--- src/rtl/mod_reduce_arbiter.sv ---
// Round-robin scheduler sharing one modular_reduction datapath among NREQ requesters.
// Sequences the reducer start/done handshake, aborts hung operations, returns results with backpressure.
module mod_reduce_arbiter #(
    parameter int NREQ    = 4,
    parameter int ID_W    = $clog2(NREQ),
    parameter int TIMEOUT = 1023
) (
    input  logic                 clk,
    input  logic                 rst_n,
    input  logic [NREQ-1:0]      req_valid,
    input  logic [NREQ*48-1:0]   req_data,
    output logic [NREQ-1:0]      req_ready,
    output logic [NREQ-1:0]      rsp_valid,
    input  logic [NREQ-1:0]      rsp_ready,
    output logic [22:0]          rsp_data,
    output logic [ID_W-1:0]      rsp_id,
    output logic                 rsp_err,
    output logic                 red_start,
    output logic [47:0]          red_data_in,
    input  logic                 red_done,
    input  logic [22:0]          red_data_out
);

    localparam int CNT_W = $clog2(TIMEOUT + 1);
    localparam logic [ID_W:0] L_NREQ = (ID_W + 1)'(NREQ);

    localparam logic [1:0] S_IDLE  = 2'd0;
    localparam logic [1:0] S_ISSUE = 2'd1;
    localparam logic [1:0] S_WAIT  = 2'd2;
    localparam logic [1:0] S_RESP  = 2'd3;

    logic [1:0]       r_state;
    logic [ID_W-1:0]  r_ptr;
    logic [ID_W-1:0]  r_gnt;
    logic [ID_W-1:0]  r_id;
    logic [CNT_W-1:0] r_cnt;
    logic [47:0]      r_op;
    logic [22:0]      r_data;
    logic             r_err;

    logic [47:0]       w_slot [NREQ];
    logic [2*NREQ-1:0] w_dbl;
    logic [NREQ-1:0]   w_rot;
    logic [ID_W-1:0]   w_pos;
    logic              w_any;
    logic [ID_W-1:0]   w_gnt;
    logic [ID_W-1:0]   w_ptr_next;
    logic              w_accept;
    logic              w_rsp_hs;

    function automatic logic [ID_W-1:0] f_wrap(input logic [ID_W:0] v);
        f_wrap = (v >= L_NREQ) ? ID_W'(v - L_NREQ) : v[ID_W-1:0];
    endfunction

    genvar gi;
    generate
        for (gi = 0; gi < NREQ; gi++) begin : g_slot
            assign w_slot[gi] = req_data[48*gi +: 48];
        end
    endgenerate

    // Rotate the request vector so bit 0 is the requester at rr_ptr; lowest set bit wins.
    assign w_dbl = {req_valid, req_valid};
    assign w_rot = w_dbl[r_ptr +: NREQ];

    always_comb begin
        w_pos = '0;
        for (int k = NREQ - 1; k >= 0; k--) begin
            if (w_rot[k]) begin
                w_pos = ID_W'(k);
            end
        end
    end

    assign w_any      = |req_valid;
    assign w_gnt      = f_wrap({1'b0, r_ptr} + {1'b0, w_pos});
    assign w_ptr_next = f_wrap({1'b0, r_gnt} + (ID_W + 1)'(1));
    assign w_accept   = (r_state == S_IDLE) && w_any;
    assign w_rsp_hs   = (r_state == S_RESP) && rsp_ready[r_gnt];

    assign req_ready   = w_accept ? (NREQ'(1) << w_gnt) : '0;
    assign rsp_valid   = (r_state == S_RESP) ? (NREQ'(1) << r_gnt) : '0;
    assign rsp_data    = r_data;
    assign rsp_id      = r_id;
    assign rsp_err     = r_err;
    assign red_start   = (r_state == S_ISSUE);
    assign red_data_in = r_op;

    always_ff @(posedge clk or negedge rst_n) begin
        if (!rst_n) begin
            r_state <= S_IDLE;
            r_ptr   <= '0;
            r_gnt   <= '0;
            r_id    <= '0;
            r_cnt   <= '0;
            r_op    <= '0;
            r_data  <= '0;
            r_err   <= 1'b0;
        end else begin
            case (r_state)
                S_IDLE: begin
                    if (w_accept) begin
                        r_gnt   <= w_gnt;
                        r_op    <= w_slot[w_gnt];
                        r_state <= S_ISSUE;
                    end
                end
                S_ISSUE: begin
                    r_cnt   <= '0;
                    r_state <= S_WAIT;
                end
                S_WAIT: begin
                    // red_done is only honoured here, so a late pulse after an abort is dropped.
                    if (red_done) begin
                        r_data  <= red_data_out;
                        r_err   <= 1'b0;
                        r_id    <= r_gnt;
                        r_state <= S_RESP;
                    end else if (r_cnt == CNT_W'(TIMEOUT)) begin
                        r_data  <= '0;
                        r_err   <= 1'b1;
                        r_id    <= r_gnt;
                        r_state <= S_RESP;
                    end else begin
                        r_cnt <= r_cnt + CNT_W'(1);
                    end
                end
                default: begin
                    if (w_rsp_hs) begin
                        r_ptr   <= w_ptr_next;
                        r_state <= S_IDLE;
                    end
                end
            endcase
        end
    end

endmodule

--- config.mk ---
export PLATFORM = sky130hd
export DESIGN_NAME = mod_reduce_arbiter
export DESIGN_NICKNAME = d
export VERILOG_FILES = /design/src/rtl/mod_reduce_arbiter.sv
export SDC_FILE = /design/constraint.sdc
export NUM_CORES = 1
export LEC_CHECK = 0
export CELL_PAD_IN_SITES_DETAIL_PLACEMENT = 0
export CELL_PAD_IN_SITES_GLOBAL_PLACEMENT = 1
export CORE_AREA = 2 2 121 123
export DETAILED_ROUTE_END_ITERATION = 10
export DIE_AREA = 0 0 123 125
export DONT_BUFFER_PORTS = 1
export PLACE_DENSITY = 0.85
export SETUP_SLACK_MARGIN = 0.2
export SLEW_MARGIN = 0
export SYNTH_ARGS = -nofsm -noshare
export SYNTH_HDL_FRONTEND = slang
export SYNTH_SLANG_ARGS = --single-unit
--- constraint.sdc ---
create_clock -name clk -period 6.54 [get_ports clk]
set_input_delay 0.654 -clock clk [delete_from_list [all_inputs] [get_ports clk]]
set_output_delay 0.654 -clock clk [all_outputs]
set_load 0.005 [all_outputs]
# [Word-level counts from Yosys, hierarchy flattened]
# Cells that the tools add are included.
[totals] regBits=90 out_inout_bits=83 input_bits=226
[op_classes] muxes=27 eq_ne=8 bitwise_logic=2 n_addsub=5 reduce_logical=13 n_lt_le_gt_ge=4 n_shift=3
[op_table] op="48-bit binary-select mux with 2-bit select" count=1
[op_table] op="48-bit two-way mux" count=2
[op_table] op="23-bit two-way mux" count=2
[op_table] op="2-bit two-way mux" count=12
[op_table] op="10-bit two-way mux" count=2
[op_table] op="10-bit case mux with 2 select lines" count=1
[op_table] op="10-bit by 1-bit adder with 10-bit output, second input constant" count=1
[op_table] op="10-bit equality test, second input constant" count=1
[op_table] op="3-bit >= comparator, second input constant" count=3
[op_table] op="4-bit two-way mux" count=2
[op_table] op="8-bit by 3-bit variable part select with 4-bit output" count=1
[op_table] op="1-bit by 2-bit left shift with 4-bit output, first input constant" count=2
[op_table] op="2-bit inequality test, second input constant" count=3
[op_table] op="2-bit case mux with 3 select lines" count=1
[op_table] op="2-bit AND reduction" count=3
[op_table] op="3-bit AND reduction" count=2
[op_table] op="2-bit equality test, second input constant" count=2
[op_table] op="2-bit nonzero test" count=2
[op_table] op="4-bit nonzero test" count=1
[op_table] op="4-bit OR reduction" count=1
[op_table] op="2-bit by 1-bit subtractor with 2-bit output, second input constant" count=2
[op_table] op="2-bit by 1-bit adder with 3-bit output, second input constant" count=1
[op_table] op="2-bit by 2-bit adder with 3-bit output" count=1
[op_table] op="2-bit by 3-bit less-than comparator with 1-bit output, second input constant" count=1
[op_table] op="9 further kinds" count=12

# [Longest topological paths before layout]
# Gate-level depths: netlist of the first run.
[depth] depth_word=12 ltp_mapped=12 mapped_depth_nobuf=9

# [Least setup slack after synthesis of the first run]
# No wires, ideal clock.
[synth_timing] kind="input port to output port" start="input req_valid[0]" end="output req_ready[1]" stages=10 setup_slack_ps=3292 t_required_ps=5886 arrival_time_ps=2594 cell_sequence="nor2_1 a221o_1 nand2_1 o221ai_1 ha_1 clkbuf_1 clkbuf_1 clkbuf_1 nand3_1 nor2_1"
[synth_via] elab_chain_len=10
[synth_lines] item="start: declaration" line="10" text="input logic [NREQ-1:0] req_valid,"
[synth_lines] item="8-bit by 3-bit variable part select with 4-bit output" line="64" text="assign w_rot = w_dbl[r_ptr +: NREQ];"
[synth_lines] item="2-bit two-way mux (4 in a row)" line="69" text="if (w_rot[k]) begin"
[synth_lines] item="2-bit by 2-bit adder with 3-bit output" line="76" text="assign w_gnt = f_wrap({1'b0, r_ptr} + {1'b0, w_pos});"
[synth_lines] item="3-bit >= comparator or 2-bit by 1-bit subtractor with 2-bit output (tied branches)" line="52" text="f_wrap = (v >= L_NREQ) ? ID_W'(v - L_NREQ) : v[ID_W-1:0];"
[synth_lines] item="2-bit two-way mux" line="52"
[synth_lines] item="1-bit by 2-bit left shift with 4-bit output" line="81" text="assign req_ready = w_accept ? (NREQ'(1) << w_gnt) : '0;"
[synth_lines] item="4-bit two-way mux *" line="81"
[synth_lines] item="end: declaration" line="12" text="output logic [NREQ-1:0] req_ready,"
# Mark *: on every way between the ends. The rest lies on a longest branch, timed or not.

# [Final worst setup path of the first run]
[layout_timing] start="register r_ptr[0]" end="output req_ready[2]"
[layout_via] elab_chain_len=10
[layout_lines] item="start: declaration" line="33" text="logic [ID_W-1:0] r_ptr;"
[layout_lines] item="start signal: assignment" line="130" text="r_ptr <= w_ptr_next;"
[layout_lines] item="8-bit by 3-bit variable part select with 4-bit output" line="64"
[layout_lines] item="2-bit two-way mux (4 in a row)" line="69"
[layout_lines] item="2-bit by 2-bit adder with 3-bit output *" line="76"
[layout_lines] item="3-bit >= comparator or 2-bit by 1-bit subtractor with 2-bit output (tied branches)" line="52"
[layout_lines] item="2-bit two-way mux *" line="52"
[layout_lines] item="1-bit by 2-bit left shift with 4-bit output *" line="81"
[layout_lines] item="4-bit two-way mux *" line="81"
# Marked as above.

==> results of run 1 <==
[how the worst max path moves through the flow]
stage | startpoint | end | slack [ps] | cells past startpoint
after floorplan | req_valid[0] | req_ready[1] | 3290 | 10
after global placement | req_valid[0] | req_ready[2] | 2580 | 10
after detailed placement | req_valid[0] | req_ready[2] | 2480 | 10
after CTS | r_ptr[0]$_DFFE_PN0P_ | req_ready[2] | 2100 | 10
after global routing | r_ptr[0]$_DFFE_PN0P_ | req_ready[2] | 1800 | 10
final | r_ptr[0]$_DFFE_PN0P_ | req_ready[2] | 2110 | 10
[worst max-delay path, stage by stage (launching register included)]
cell and delay (ps):
dfrtp_1 590, nor2_1 110, a221o_1 350, nand2_1 70, o221ai_1 180, ha_4 230, xnor2_1 200, nor3_4 790
buf_4 460, nor2_1 160, nor3_1 260
[cells in the mapped netlist, types with 8 or more instances]
cell type / n / share of area [%]
clkbuf_1: 40 / 2.6
nor2_1: 14 / 0.91
a221oi_1: 48 / 7.3
o31ai_1: 39 / 5.1
o31ai_2: 9 / 2.0
a2111oi_0: 39 / 5.9
buf_2: 11 / 0.96
o21ai_0: 8 / 0.69
a22o_1: 25 / 3.8
inv_1: 9 / 0.59
nand2_1: 66 / 4.3
dfrtp_1: 90 / 39
ha_1: 11 / 2.4
nor2b_1: 100 / 11
a2111oi_2: 9 / 2.3
[routing by layer]
layer | vias to the layer above | share of wire [%] | GRT usage (%) | wire [um]
met5 | - | 0.042 | 0 | 7
met4 | 2 | 1.6 | 7.62 | 272
met3 | 21 | 9.0 | 5.47 | 1520
met2 | 273 | 50 | 36.1 | 8390
met1 | 2359 | 39 | 26.0 | 6650
li1 | 2216 | - | - | -
[power by group through the flow]
stage / Combinational (mW) / Sequential, mW / Clock, mW
global route: 2.41 / 1.07 / 0.562
floorplan: 1.81 / 0.952 / 0
finish: 2.14 / 1.04 / 0.521
detailed placement: 2.14 / 1.04 / 0
CTS: 2.15 / 1.04 / 0.540
global placement: 2.06 / 1.04 / 0
[layout by cell type (no fill, tap or decap), types with 10 or more instances in the layout]
cell	netlist	routed
nor2b_1	100	100
o31ai_1	39	39
a2111oi_0	39	39
ha_1	11	10
a221oi_1	48	48
a22o_1	25	25
nor2_1	14	14
dfrtp_1	90	90
nand2_1	66	65
[stage by stage]
stage / utilization (%) / power [mW] / hold slack [ps] / setup WS (ps)
3_5_place_dp: 40.8 / 3.19 / 360 / 2480
6_report: 43.1 / 3.70 / 212 / 2110
5_1_grt: 43.1 / 4.04 / 227 / 1800
3_3_place_gp: 40.8 / 3.10 / 360 / 2580
4_1_cts: 43.1 / 3.73 / 238 / 2100
2_1_floorplan: - / 2.77 / 358 / 3290
[layout make-up]
| cell class | count | share of cell area, % |
|---|---|---|
| clock buffers | 10 | 3.74 |
| well taps | 184 | 3.76 |
| multi-input cells | 439 | 52.7 |
| repair buffers | 8 | 1.31 |
| diodes | 2 | 0.0817 |
| flip-flops and latches | 90 | 36.8 |
| inverters | 10 | 0.613 |
| clock inverters | 6 | 1.06 |
[cell families after synthesis]
kind of cell    after synthesis
simple gates                213
compound gates              203
flops                        90
buf+inv                      71
fa+ha+maj                    11
mux                           7
xor+xnor                      5
[state kept, by name, summed over array words and instances, names as in the netlist]
name	cells
r_ptr	2
r_cnt	10
r_state	2
red_data_in	48
rsp_err	1
r_gnt	2
rsp_data	23
rsp_id	2
==> results.json, run 1 <==
{
  "drc": 0,
  "reg2reg_to": "red_data_in[46]$_DFFE_PN0P_",
  "crit_type": "register to output pin",
  "rsz0062_at_grt": "no",
  "io_pins": 309,
  "start_util_pct": 40.6,
  "fin_cells": 749,
  "synth_xor_area_share_pct": 0.760,
  "dr_total_vias": 4871,
  "seqPwrFrac_pct": 28.0,
  "drt_iter0_drc": 230,
  "grt_first_pass_wirelength_mm": 25.5,
  "pwr-share-clk_pct": 14.1,
  "async_reset_ff_share_pct": 100,
  "place.gp.congestion": 0.861,
  "multi_input_area_um2": 3230,
  "p_leak_nw": 2.38,
  "syn-cell-area_um2": 5760,
  "die_area_um2": 15400,
  "tritoncts": "yes",
  "syn_avg_cell_area_um2": 9.61,
  "yosys_most_used_dff": "dfrtp_1",
  "die_w_um": 123,
  "antenna_found_initial": 3,
  "r2r_cells": 9,
  "num-fill-cells": 1374,
  "fin_area_um2": 6120,
  "dp.cells": 730,
  "die_y_um": 125,
  "synth-edff-count": 0,
  "synth-adder-area-share_pct": 2.39,
  "cts_max_path_buffers": 2,
  "cts_setup_buffers": 0,
  "synth_compound_area_share_pct": 30.9,
  "synth_top_family_by_area": "compound AO/OA/AOI/OAI gates",
  "seq_area_um2": 2250,
  "wl_mm": 16.8,
  "max_freq_mhz": 226,
  "crit_path_end_kind": "output pin",
  "portBuffers": 0,
  "ys_seq_area_share_pct": 39.1,
  "grt_pass1_vias": 4702,
  "crit_fanout": 26,
  "dr.pass1.iters": 5,
  "postSynthCellCount": 600,
  "hold_viol": 0,
  "area_growth_pct": 6.27,
  "status": "finished clean",
  "synth_mux_area_share_pct": 1.50,
  "skew_ps": 10.8,
  "insertion_delay_ps": 340,
  "power_frac_comb_pct": 57.9,
  "setup_viol": 0,
  "r2r-start": "r_ptr[0]$_DFFE_PN0P_",
  "drive_gt1_share_pct": 9.77,
  "intPower_mw": 1.88,
  "ctsHoldBuffers": 1,
  "crit_path_start_kind": "register",
  "grt_max_degree": 104,
  "clock-root-buffer": "clkbuf_16",
  "switching_share_pct": 49.3,
  "synth_cell_types": 56,
  "slew_headroom_pct": 27.5,
  "drtAntennaViolNets": 0,
  "htreeDepth": 3,
  "power_switching_mw": 1.82,
  "rows": 44,
  "core_area_um2": 14200,
  "report.final.slew_viol_count": 0,
  "via_per_inst": 6.50,
  "ir_worst_vdd_mv": 0.360,
  "yosysWarningCount": 0,
  "worstPathArrival_ps": 3770,
  "layout_min_cycle_time_ps": 4430,
  "rrSetupSlack_ps": 2850,
  "ys_ff_latch": 90,
  "cellPowerDensity_nw_per_um2": 604,
  "routedWlPerCell_um": 22.5,
  "grtUsageTotal_pct": 21.3,
  "cap_violations": 0,
  "crit_required_ps": 5890,
  "post-route-period-util_pct": 67.7,
  "tns_ps": 0,
  "tightest_slew_ps": 1090,
  "final_nets": 795,
  "synth_simple_gate_area_share_pct": 19.8,
  "clkTransAtPathRegs_ps": 70,
  "grt.overflow.total": 0,
  "cts_buffers": 9,
  "hpwl_mm": 12.2,
  "hold_path.class": "primary input to asynchronous set/reset pin",
  "ctsResizeCount": 0,
  "syn_nets": 837,
  "dpl_cell_area_um2": 5800,
  "cts.sinks": 90
}
Power figures use the tool's default switching activity.
==> run 2: changes to the inputs <==
- CORE_AREA: 2 2 121 123 -> unset
- CORE_MARGIN: unset -> 2
- CORE_UTILIZATION: unset -> 42
- DIE_AREA: 0 0 123 125 -> unset
- PLACE_DENSITY: 0.85 -> 0.89
- clock period: 6.54 -> 3.9 ns (I/O delays scaled with it)
==> run 2 against run 1 <==
  * Non-clock buffer count grew 6
  * Hold slack worse by 31 ps
  * Highest routed layer unchanged
  * Via count shrank 0.96%
  * Register-to-register slack worse by 2300 ps
  * Final cell count shrank 0.27%
  * Clock-buffer cell count decreased by 1
  * Critical path type unchanged
  * Setup slack worse by 1600 ps
  * Sequential power rose by 66%
  * Clock skew down 4.4 ps
  * First-iteration DRC count grew 26%
  * Die area fell by 4.6%
==> results.json, run 2 (synthesis results as in run 1) <==
{
  "max_freq_mhz": 294,
  "grt_max_degree": 91,
  "crit_path_end_kind": "output pin",
  "place_ws_ps": 575,
  "grt_pass1_vias": 4676,
  "report.final.slew_viol_count": 0,
  "crit_required_ps": 3510,
  "die_area_um2": 14700,
  "crit_path_start_kind": "register",
  "rows": 42,
  "cellPowerDensity_nw_per_um2": 1020,
  "largest_reg_flops": 48,
  "start_util_pct": 43.2,
  "drive_gt1_share_pct": 10.7,
  "final_common_cell": "nor2b_1",
  "die_w_um": 121,
  "worstPathArrival_ps": 3010,
  "mostFrequentLayoutCells": "nor2b_1, dfrtp_1, nand2_1",
  "cap_violations": 0,
  "slew_headroom_pct": 34.7,
  "cts_buffers": 9,
  "tightest_slew_ps": 967,
  "tns_ps": 0,
  "drt_iter0_drc": 289,
  "ir_worst_vdd_mv": 0.651,
  "grt_first_pass_wirelength_mm": 25.1,
  "drc": 0,
  "cts_max_path_buffers": 2,
  "rsz0062_at_grt": "no",
  "htreeDepth": 3,
  "hpwl_mm": 12.2,
  "setup_viol": 0,
  "dp.cells": 725,
  "routedWlPerCell_um": 22.5,
  "core_area_um2": 13300,
  "insertion_delay_ps": 350,
  "setup_ws_ps": 497,
  "drtAntennaViolNets": 0,
  "antenna_found_initial": 2,
  "grt_busiest_layer": "met2",
  "die_y_um": 121,
  "cts.sinks": 90,
  "clkTransAtPathRegs_ps": 70,
  "dr_total_vias": 4824,
  "met3_usage_pct": 7.85,
  "grt.overflow.total": 0,
  "grtUsageTotal_pct": 21.9,
  "crit_type": "register to output pin",
  "tritoncts": "yes",
  "area_growth_pct": 7.36,
  "status": "finished clean",
  "portBuffers": 0,
  "skew_ps": 6.42,
  "crit_fanout": 21,
  "grt_use_met1_pct": 26.1,
  "io_pins": 309,
  "via_per_inst": 6.46,
  "wl_mm": 16.8,
  "p_leak_nw": 2.42,
  "num-fill-cells": 1240,
  "dr.pass1.iters": 5,
  "place.gp.congestion": 0.865,
  "fin_cells": 747,
  "post-route-period-util_pct": 87.3,
  "grt_use_met2_pct": 36.1,
  "layout_min_cycle_time_ps": 3400,
  "final_nets": 801,
  "clock-root-buffer": "clkbuf_16",
  "hold_path.class": "primary input to register",
  "hold_viol": 0
}
[run 2: cell count changes in the layout (fill, tap and decap cells not counted), sizes merged]
cell         before  now
clkinv            2    1
bufinv            1    0
inv              12   14
clkbuf           10    9
clkinvlp          1    2
dlygate4sd3       0    1
buf               8   13
[run 2: worst paths after layout]
kind / start / to / cells after the start / slack [ps]
max in group asynchronous: rst_n / red_data_in[26]$_DFFE_PN0P_ / 2 / 2930
min in group asynchronous: rst_n / r_state[1]$_DFFE_PN0P_ / 2 / 610
min: red_data_out[11] / rsp_data[11]$_DFFE_PN0P_ / 1 / 180
min reg2reg: red_data_in[19]$_DFFE_PN0P_ / red_data_in[19]$_DFFE_PN0P_ / 2 / 520
max reg2reg: r_ptr[0]$_DFFE_PN0P_ / red_data_in[6]$_DFFE_PN0P_ / 10 / 570
max: r_ptr[0]$_DFFE_PN0P_ / req_ready[1] / 9 / 500
[run 2: worst max-delay path: stages (launching register included)]
cell      delay, ps
dfrtp_1         590
nor2_1           90
a221o_1         350
nand2_1          60
o221ai_1        200
ha_4            240
xor2_1          290
nand3_2         460
nand2_1         260
nor2_1          110
[run 2: per-stage QoR]
step                total power [mW]  instance area (um2)  utilization [%]  hold WS (ps)
detailed placement              5.42                 5840             43.7          96.4
CTS                             6.31                 6170             46.2           159
finish                          6.32                 6190             46.4           182
floorplan                       4.64                 5760                -          94.4
global placement                5.24                 5840             43.7          96.1
global route                    6.87                 6180             46.3           163
[run 2: area by class of cell]
class / count / area [um2] / share of cell area, %
multi-input cells: 439 / 3230 / 52.1
flip-flops and latches: 90 / 2250 / 36.4
clock buffers: 9 / 225 / 3.64
well taps: 176 / 220 / 3.56
repair buffers: 14 / 153 / 2.47
clock inverters: 7 / 68.8 / 1.11
inverters: 10 / 37.5 / 0.607
diodes: 2 / 5.00 / 0.0809
[run 2: power breakdown]
part	internal [mW]	leakage, nW	switching [mW]
Clock	0.449	0.138	0.406
Sequential	1.35	1.13	0.377
Combinational	1.42	1.15	2.32
[run 2: per-layer routing]
| layer | routed length [um] | share of wire [%] | vias up |
|---|---|---|---|
| met5 | 14 | 0.083 | - |
| met4 | 303 | 1.8 | 2 |
| met3 | 1660 | 9.9 | 23 |
| met2 | 8240 | 49 | 269 |
| met1 | 6570 | 39 | 2302 |
| li1 | - | - | 2228 |
[run 2: what timing repair did]
action / CTS / global route
setup endpoints to repair: 0 / 2
hold buffers: 2 / 0
resized for setup: 0 / 0
setup buffers: 0 / 2
hold endpoints to repair: 90 / 0
==> run 3: changes to the inputs <==
- ABC_AREA: unset -> 1
- CORE_UTILIZATION: 42 -> 39
==> run 3 against run 2 <==
  * Flip-flop and latch count stayed put
  * Hold slack worse by 16 ps
  * Synthesized cell count grew 42%
  * Final cell count increased by 35%
==> results.json, run 3 <==
{
  "die_area_um2": 15800,
  "syn-cell-area_um2": 5770,
  "dr_total_vias": 5555,
  "die_w_um": 126,
  "ir_worst_vdd_mv": 0.541,
  "antenna_found_initial": 0,
  "place.gp.congestion": 0.829,
  "start_util_pct": 39.8,
  "tritoncts": "yes",
  "yosys-top-cells-area": "dfrtp_1, nand2_1, nand3_1, nand4_1, ha_1",
  "grt_pass1_vias": 5310,
  "via_per_inst": 5.52,
  "cap_violations": 0,
  "synth.most_common_cell": "nand2_1",
  "setup_ws_ps": 695,
  "clkTransAtPathRegs_ps": 60,
  "ctsResizeCount": 0,
  "rrSetupSlack_ps": 1070,
  "synth_cell_types": 35,
  "syn_avg_cell_area_um2": 6.75,
  "ys_seq_area_share_pct": 39.1,
  "yosysWarningCount": 0,
  "drive_gt1_share_pct": 5.83,
  "cts_setup_buffers": 0,
  "synth_top_cell_area_share_pct": 39.1,
  "place_ws_ps": 1070,
  "io_pins": 309,
  "crit_path_start_kind": "register",
  "max_freq_mhz": 312,
  "status": "finished clean",
  "slowest_stage": "dfrtp_1",
  "mostFrequentLayoutCells": "nand2_1, nand3_1, dfrtp_1",
  "cellPowerDensity_nw_per_um2": 1080,
  "rows": 44,
  "drc": 0,
  "crit_type": "register to output pin",
  "yosys_most_used_dff": "dfrtp_1",
  "tightest_slew_ps": 717,
  "crit_path_end_kind": "output pin",
  "htreeDepth": 3,
  "final_common_cell": "nand2_1",
  "yosysTopAreaCell": "dfrtp_1",
  "routedWlPerCell_um": 17.6,
  "drtAntennaViolNets": 0,
  "worstPathArrival_ps": 2820,
  "clock-root-buffer": "clkbuf_16",
  "cpPeakStageDelay_ps": 520,
  "cts_max_path_buffers": 2,
  "grtUsageTotal_pct": 22.0,
  "yosys-top-cells-count": "nand2_1, nand3_1, dfrtp_1",
  "portBuffers": 0,
  "core_area_um2": 14500,
  "cts_buffers": 9,
  "grt_max_degree": 91,
  "rsz0062_at_grt": "no",
  "skew_ps": 6.23,
  "grt_first_pass_wirelength_mm": 28.0,
  "p_leak_nw": 3.19,
  "fin_area_um2": 6100,
  "worstPathCellList": "inv_2 > nand2_1 > nand3_1 > nand2_1 > nand3_1 > a21boi_0 > ha_4 > xor2_2 > nand2_4 > nand2_4 > nand2_1 > nor2_1",
  "synth-edff-count": 0,
  "final_nets": 1055,
  "critPathMostFrequentCell": "nand2_1",
  "cts.sinks": 90,
  "report.final.slew_viol_count": 0,
  "tns_ps": 0,
  "postSynthCellCount": 854,
  "dr.pass1.iters": 5,
  "insertion_delay_ps": 340,
  "dpl_cell_area_um2": 5790,
  "ys_ff_latch": 90,
  "die_y_um": 126,
  "wl_mm": 17.7,
  "hold_viol": 0,
  "drt_iter0_drc": 291,
  "grt.overflow.total": 0,
  "post-route-period-util_pct": 82.2,
  "setup_viol": 0,
  "syn_nets": 1091,
  "crit_required_ps": 3510,
  "slew_headroom_pct": 52.1,
  "hpwl_mm": 12.5,
  "layout_min_cycle_time_ps": 3210,
  "crit_fanout": 31,
  "area_growth_pct": 5.86,
  "largest_reg_flops": 48,
  "hold_path.class": "primary input to register",
  "async_reset_ff_share_pct": 100,
  "antennaDiodeCount": 0
}
==> run 3: cell count changes in the layout (fill, tap and decap cells not counted), moves of 7 or more <==
cell and change:
nand2_1 +352, nand3_1 +130, nor2b_1 -100, nand4_1 +50
a221oi_1 -48, a2111oi_0 -39, o31ai_1 -39, a22o_1 -25
a2111oi_2 -9, o31ai_2 -9, a21oi_1 +8, nor2_1 +8
inv_1 +7
==> run 3: per-stage QoR <==
step	hold slack [ps]	std cells	power, mW	util [%]
final	166	1007	6.61	42.2
after global placement	96.9	989	5.77	40.0
after global routing	149	1007	7.31	42.2
after detailed placement	97.7	989	5.85	40.0
after floorplan	94.4	854	4.96	-
after CTS	150	1007	6.72	42.2
==> run 3: cells by family (layout without fill, tap and decap cells) <==
kind of cell | after synthesis | count (layout) | synth area share (%)
AOI/OAI and AO/OA | 26 | 26 | 2.45
xor gates and xnor gates | 2 | 2 | 0.434
adders and majority gates | 11 | 11 | 2.39
buffers and inverters | 81 | 50 | 6.88
DFF | 90 | 90 | 39.1
muxes | 2 | 2 | 0.347
and+or+nand+nor | 642 | 642 | 48.4
==> run 3: area by class of cell <==
type | instances | area (um2)
fill | 1522 | 8370
clock inverter | 5 | 38.8
clock buffer | 11 | 243
multi-input combinational | 683 | 3130
timing repair buffer | 12 | 125
inverter | 22 | 82.6
sequential | 90 | 2250
tap | 184 | 230
==> run 3: path summary, 6_finish.rpt <==
check | startpoint | end | depth (start not counted)
max in group asynchronous | rst_n | red_data_in[37]$_DFFE_PN0P_ | 2
max reg2reg | r_ptr[0]$_DFFE_PN0P_ | red_data_in[4]$_DFFE_PN0P_ | 13
max | r_ptr[0]$_DFFE_PN0P_ | req_ready[3] | 12
min | red_data_out[14] | rsp_data[14]$_DFFE_PN0P_ | 2
min reg2reg | rsp_data[10]$_DFFE_PN0P_ | rsp_data[10]$_DFFE_PN0P_ | 2
min in group asynchronous | rst_n | r_cnt[8]$_DFFE_PN0P_ | 2
==> run 3: power by group <==
| group | switching [mW] | internal, mW |
|---|---|---|
| clock network | 0.382 | 0.454 |
| logic | 2.81 | 1.23 |
| registers | 0.384 | 1.36 |
==> run 3: routing by layer <==
metal  wire length [um]  up-vias  track usage [%]
li1                   -     2706                -
met1               7290     2577             27.3
met2               8500      240             36.2
met3               1420       32             6.25
met4                501        0             8.50
met5                  0        -                0
==> run 3: what timing repair did <==
item	CTS	global route
hold buffers	2	0
endpoints found under the setup margin	0	0
hold endpoints to repair	90	0
==> run 3: worst max-delay path, delay by kind of cell (launching register included) <==
| kind | cells | cell delay (ps) |
|---|---|---|
| AND/OR/NAND/NOR | 8 | 1070 |
| flip-flops | 1 | 520 |
| AO/OA/AOI/OAI | 1 | 360 |
| XOR/XNOR | 1 | 220 |
| adder cells (fa/ha/maj) | 1 | 210 |
| buffers and inverters | 1 | 90 |
